### src/rtl/dpsram_fifo_pkg.sv
// Shared constants and helpers for the dual-port-SRAM FIFO controller.
package dpsram_fifo_pkg;

    localparam int AW_DEF     = 5;
    localparam int DW_DEF     = 2;
    localparam int CW_DEF     = AW_DEF + 1;
    localparam int AEMPTY_DEF = 1;

    function automatic int depth_f(input int aw);
        return 32'sd1 << aw;
    endfunction

    localparam int AFULL_DEF = depth_f(AW_DEF) - 2;

endpackage

### src/rtl/dpsram_fifo_flags.sv
// Occupancy flags decoded from the registered count, plus sticky
// overflow/underflow indicators.
module dpsram_fifo_flags
    import dpsram_fifo_pkg::*;
#(
    parameter int AW     = AW_DEF,
    parameter int AFULL  = depth_f(AW) - 2,
    parameter int AEMPTY = AEMPTY_DEF
) (
    input  logic        clk_i,
    input  logic        rst_i,
    input  logic        ena_i,
    input  logic        flush_i,
    input  logic [AW:0] count_i,
    input  logic        push_rej_i,
    input  logic        pop_rej_i,
    output logic        full_o,
    output logic        afull_o,
    output logic        valid_o,
    output logic        aempty_o,
    output logic        ovf_o,
    output logic        udf_o
);

    localparam int          CW       = AW + 1;
    localparam logic [AW:0] DEPTH_C  = CW'(depth_f(AW));
    localparam logic [AW:0] AFULL_C  = CW'(AFULL);
    localparam logic [AW:0] AEMPTY_C = CW'(AEMPTY);

    logic ovf_r;
    logic udf_r;

    // Sticky refusal flags; only reset or flush clears them.
    always_ff @(posedge clk_i) begin
        if (rst_i) begin
            ovf_r <= 1'b0;
            udf_r <= 1'b0;
        end else if (ena_i) begin
            if (flush_i) begin
                ovf_r <= 1'b0;
                udf_r <= 1'b0;
            end else begin
                ovf_r <= ovf_r | push_rej_i;
                udf_r <= udf_r | pop_rej_i;
            end
        end else begin
            ovf_r <= ovf_r;
            udf_r <= udf_r;
        end
    end

    assign full_o   = (count_i == DEPTH_C);
    assign afull_o  = (count_i >= AFULL_C);
    assign valid_o  = (count_i != {CW{1'b0}});
    assign aempty_o = (count_i <= AEMPTY_C);
    assign ovf_o    = ovf_r;
    assign udf_o    = udf_r;

endmodule

### src/rtl/dpsram_fifo.sv
// First-word-fall-through FIFO controller driving an external dual-port SRAM;
// the read port is fed the post-pop head address so dat_o is always the head.
module dpsram_fifo
    import dpsram_fifo_pkg::*;
#(
    parameter int AW     = AW_DEF,
    parameter int DW     = DW_DEF,
    parameter int AFULL  = depth_f(AW) - 2,
    parameter int AEMPTY = AEMPTY_DEF
) (
    input  logic          clk_i,
    input  logic          rst_i,
    input  logic          ena_i,
    input  logic          flush_i,
    input  logic          push_i,
    input  logic [DW-1:0] pdat_i,
    output logic          full_o,
    output logic          afull_o,
    input  logic          pop_i,
    output logic          valid_o,
    output logic [DW-1:0] dat_o,
    output logic          aempty_o,
    output logic [AW:0]   count_o,
    output logic          ovf_o,
    output logic          udf_o,
    output logic          ram_ena_o,
    output logic [AW-1:0] ram_adr_o,
    output logic [DW-1:0] ram_dat_o,
    output logic          ram_wre_o,
    output logic [AW-1:0] ram_xadr_o,
    input  logic [DW-1:0] ram_xdat_i
);

    localparam int CW = AW + 1;

    logic [AW-1:0] wptr_r;
    logic [AW-1:0] rptr_r;
    logic [AW:0]   count_r;
    logic          pop_ok_s;
    logic          push_ok_s;

    // A full FIFO still accepts a push when the head leaves in the same cycle.
    assign pop_ok_s  = pop_i & valid_o;
    assign push_ok_s = push_i & (~full_o | pop_ok_s);

    // Pointer and occupancy update.
    always_ff @(posedge clk_i) begin
        if (rst_i) begin
            wptr_r  <= {AW{1'b0}};
            rptr_r  <= {AW{1'b0}};
            count_r <= {CW{1'b0}};
        end else if (ena_i) begin
            if (flush_i) begin
                wptr_r  <= {AW{1'b0}};
                rptr_r  <= {AW{1'b0}};
                count_r <= {CW{1'b0}};
            end else begin
                wptr_r  <= wptr_r + AW'(push_ok_s);
                rptr_r  <= rptr_r + AW'(pop_ok_s);
                count_r <= count_r + CW'(push_ok_s) - CW'(pop_ok_s);
            end
        end else begin
            wptr_r  <= wptr_r;
            rptr_r  <= rptr_r;
            count_r <= count_r;
        end
    end

    dpsram_fifo_flags #(
        .AW     (AW),
        .AFULL  (AFULL),
        .AEMPTY (AEMPTY)
    ) u_flags (
        .clk_i      (clk_i),
        .rst_i      (rst_i),
        .ena_i      (ena_i),
        .flush_i    (flush_i),
        .count_i    (count_r),
        .push_rej_i (push_i & ~push_ok_s),
        .pop_rej_i  (pop_i & ~valid_o),
        .full_o     (full_o),
        .afull_o    (afull_o),
        .valid_o    (valid_o),
        .aempty_o   (aempty_o),
        .ovf_o      (ovf_o),
        .udf_o      (udf_o)
    );

    assign count_o    = count_r;
    assign dat_o      = ram_xdat_i;
    assign ram_ena_o  = ena_i;
    assign ram_adr_o  = wptr_r;
    assign ram_dat_o  = pdat_i;
    assign ram_wre_o  = push_ok_s & ~flush_i;
    assign ram_xadr_o = rptr_r + AW'(pop_ok_s);

endmodule

### config.mk
export PLATFORM = sky130hd
export DESIGN_NAME = dpsram_fifo
export DESIGN_NICKNAME = d
export VERILOG_FILES = /design/src/rtl/dpsram_fifo_pkg.sv /design/src/rtl/dpsram_fifo_flags.sv /design/src/rtl/dpsram_fifo.sv
export SDC_FILE = /design/constraint.sdc
export NUM_CORES = 1
export LEC_CHECK = 0
export ABC_CLOCK_PERIOD_IN_PS = 2380
export CAP_MARGIN = 20
export CORE_MARGIN = 2
export CORE_UTILIZATION = 40
export DETAILED_ROUTE_END_ITERATION = 12
export PLACE_DENSITY = 0.75
export SETUP_SLACK_MARGIN = 0.5
export SLEW_MARGIN = 20
export SYNTH_ARGS = -nofsm -noshare
export SYNTH_HDL_FRONTEND = slang
export SYNTH_HIERARCHICAL = 1
export SYNTH_SLANG_ARGS = --single-unit
### constraint.sdc
create_clock -name clk_i -period 2.38 [get_ports clk_i]
set_input_delay 0.476 -clock clk_i [delete_from_list [all_inputs] [get_ports clk_i]]
set_output_delay 0.476 -clock clk_i [all_outputs]
set_load 0.01 [all_outputs]
==> reports/qor.txt <==
====================================================================================
Status ................................................................ finished with violations
Failing checks ........................................................ negative setup slack
Standard-cell rows ....................................................           19
Deepest clock path buffer count .......................................            2
Proportion of synthesized flip-flops having asynchronous set or reset .           0%
Register-to-Register Path Depth .......................................           12
Final setup violation count ...........................................            5
Power density over cell area ..........................................   525 mW/mm2
Global Route met1 Usage ...............................................        22.9%
Crit Path Class ....................................................... flip-flop to flip-flop
Number of ports placed on the die boundary ............................           38
CTS H-tree depth ......................................................            1
Detailed-placement wirelength estimate ................................      2.06 mm
Post-detailed-routing wire length .....................................      2.90 mm
Hold Path Cell Cnt ....................................................            2
Maximum clock rate ....................................................      406 MHz
Endpoint arrival time on the critical path ............................      2.65 ns
Category of the worst setup path capture point ........................    flip-flop
Library cell occupying the most area in the post-synthesis netlist ....      dfxtp_1
Global routing's busiest layer ........................................         met2
Global-route met2 utilization .........................................        33.7%
Diodes inserted .......................................................            0
Most common cell in the synthesized netlist ...........................      dfxtp_1
Post-placement setup slack ............................................    -0.398 ns
Most area-consuming cells after synthesis ............................. dfxtp_1, ha_1, a21oi_1
Remaining Overflow, GRT ...............................................            0
Routed via count divided by cell count ................................         5.12
Net count after synthesis .............................................          149
WHS Endpoint .......................................................... u_flags/ovf_o
Synthesis-stage register bit count ....................................           18
Share of the synthesized area in the top cell type ....................        32.7%
Cell count after synthesis ............................................          128
Maximum number of pins on one net before global-route repair ..........           15
Post-synth EDFFs ......................................................            0
Worst-case vdd ir drop ................................................       489 uV
R2r startpoint ........................................................   count_o[3]
Most used DFF post-synth ..............................................      dfxtp_1
First-pass GRT wire length ............................................      4.86 mm
Leakage power .........................................................     0.765 nW
Starting density of the core ..........................................        41.0%
Drt first pass iters ..................................................            3
Area of the core region ...............................................  0.00269 mm2
Worst-Margin Slew .....................................................     0.341 ns
Clock tree root buffer cell ...........................................     clkbuf_4
Area growth from synthesis to layout ..................................        60.8%
Worst clock skew on the final layout ..................................   0.00798 ns
Final hold viol count .................................................            0
Type of origin of the critical path ...................................    flip-flop
Synth cell types ......................................................           31
Port Buffers ..........................................................           29
Worst setup margin ....................................................   -0.0807 ns
Average wire length per cell after detail routing .....................      13.9 um
Unrepaired setup endpoints after global routing .......................         true
Cell types with the highest counts after synthesis .................... dfxtp_1, nor2_1, a21oi_1, ha_1, inv_1
YS warnings ...........................................................            6
Max_cap viols .........................................................            0
Crit-path max FO ......................................................            3
Number of max-slew violations in the final report .....................            0
Worst hold path startpoint ............................................ u_flags/ovf_o
FF-to-FF End ..........................................................   count_o[4]
DRC viols .............................................................            0
Clk slew on worst S/H paths ...........................................      0.11 ns
Clock latency on the worst-skew pair ..................................      0.29 ns
Share of synthesized area occupied by flip-flops and latches ..........        32.7%
Die area ..............................................................  0.00319 mm2
Share of post-route cells with drive strength above 1 .................        39.3%
Type of the most critical hold path ................................... flip-flop to flip-flop
Setup slack, reg-to-reg ...............................................     -0.08 ns
Antenna violations before repair ......................................            0
TritonCTS clock tree ..................................................         done
Via count .............................................................         1071
Tightest slew margin relative to the limit ............................        77.3%
Via count of the first global-routing pass ............................         1128
Height of the die .....................................................      56.5 um
Post-CTS Hold Buffers .................................................            0
GRT met3 Usage ........................................................        4.15%
Post-route insts no fill ..............................................          209
Final period util .....................................................         103%
Final layout net count ................................................          200
Final estimated routing congestion in global placement ................        0.780
Area of the mapped netlist ............................................  0.00110 mm2
Final min period ......................................................      2.46 ns
Starting DRT DRC Count ................................................           22
Cts bufs inserted .....................................................            3
# clock sinks .........................................................           18
Required time reported for the critical path endpoint .................      2.57 ns
Total power ...........................................................       929 uW
Average footprint of a synthesized cell ...............................     8.60 um2
Placed Cells incl. Taps ...............................................          198
Overall routing resource usage ........................................        19.2%
Chip Width ............................................................      56.5 um
Remaining antenna violation count .....................................            0
====================================================================================
==> repair_timing <==
item                                    CTS  global route
pin swaps                                11             1
buffers inserted                          7             0
endpoints found under the setup margin   20            21
gates resized for setup                  57             6
==> power breakdown <==
part,internal [mW],total (mW),switching [mW]
logic,0.242,0.418,0.176
registers,0.313,0.322,0.00920
clock network,0.0931,0.189,0.0954
==> area by class of cell <==
cell class	instances	area, um2
fill	214	916
multi-input combinational	94	816
timing repair buffer	54	482
sequential	18	368
tap	31	38.8
clock buffer	4	36.3
inverter	8	30.0
==> worst max path at each step <==
stage	from	endpoint	slack, ns	cells after the start
after floorplan	count_o[1]	count_o[4]	-0.02	12
final	count_o[3]	count_o[4]	-0.08	12
after detailed placement	pop_i	ram_xadr_o[4]	-0.40	8
after global placement	pop_i	ram_xadr_o[4]	-0.36	8
after global routing	count_o[3]	count_o[4]	-0.19	12
after CTS	count_o[3]	ram_xadr_o[2]	-0.06	9
==> layer usage <==
| metal | routed length, um | vias up |
|---|---|---|
| li1 | - | 537 |
| met2 | 1450 | 23 |
| met1 | 1280 | 507 |
| met3 | 127 | 4 |
| met4 | 34 | 0 |
| met5 | 0 | - |
==> metrics by stage <==
step | util, % | hold slack (ns) | setup TNS (ns) | cell area (um2)
floorplan | - | 0.502 | -0.0238 | 1200
global placement | 60.1 | 0.461 | -1.94 | 1620
detailed placement | 60.1 | 0.460 | -2.14 | 1620
CTS | 65.8 | 0.503 | -0.172 | 1770
global route | 65.9 | 0.528 | -0.982 | 1770
finish | 65.9 | 0.505 | -0.253 | 1770
==> cell usage in the layout, fill, tap and decap left out, types with 5 or more instances in the layout <==
cell type,netlist,final
clkdlybuf4s50_1,0,18
buf_4,6,18
nor2_1,15,15
dfxtp_1,18,14
buf_6,0,11
a21oi_1,13,8
nor2b_1,7,7
ha_4,0,7
inv_1,8,5
a21oi_2,0,5
a21o_1,5,5
==> state kept, by name, indices dropped and copies added, names as in the netlist <==
signal	flops
count_o	6
ram_adr_o	5
rptr_r	5
u_flags/ovf_o	1
u_flags/udf_o	1
==> critical path, cell delays in order, from the launching register on <==
cell     delay [ns]
dfxtp_2        0.35
nor4_4         0.32
nand2_1        0.13
nand2_2        0.11
inv_2          0.07
ha_4           0.26
inv_2          0.04
ha_4           0.15
fa_2           0.34
a21o_1         0.18
a21oi_2        0.15
xnor2_1        0.08
a22o_1         0.19
==> cell families after synthesis <==
| group | share of synthesized area [%] |
|---|---|
| AOI/OAI and AO/OA | 15.5 |
| xor gates and xnor gates | 7.95 |
| DFF | 32.7 |
| and+or+nand+nor | 23.1 |
| adders and majority gates | 13.2 |
| buffers and inverters | 7.61 |
No activity file was read; power rests on OpenSTA's default activity.
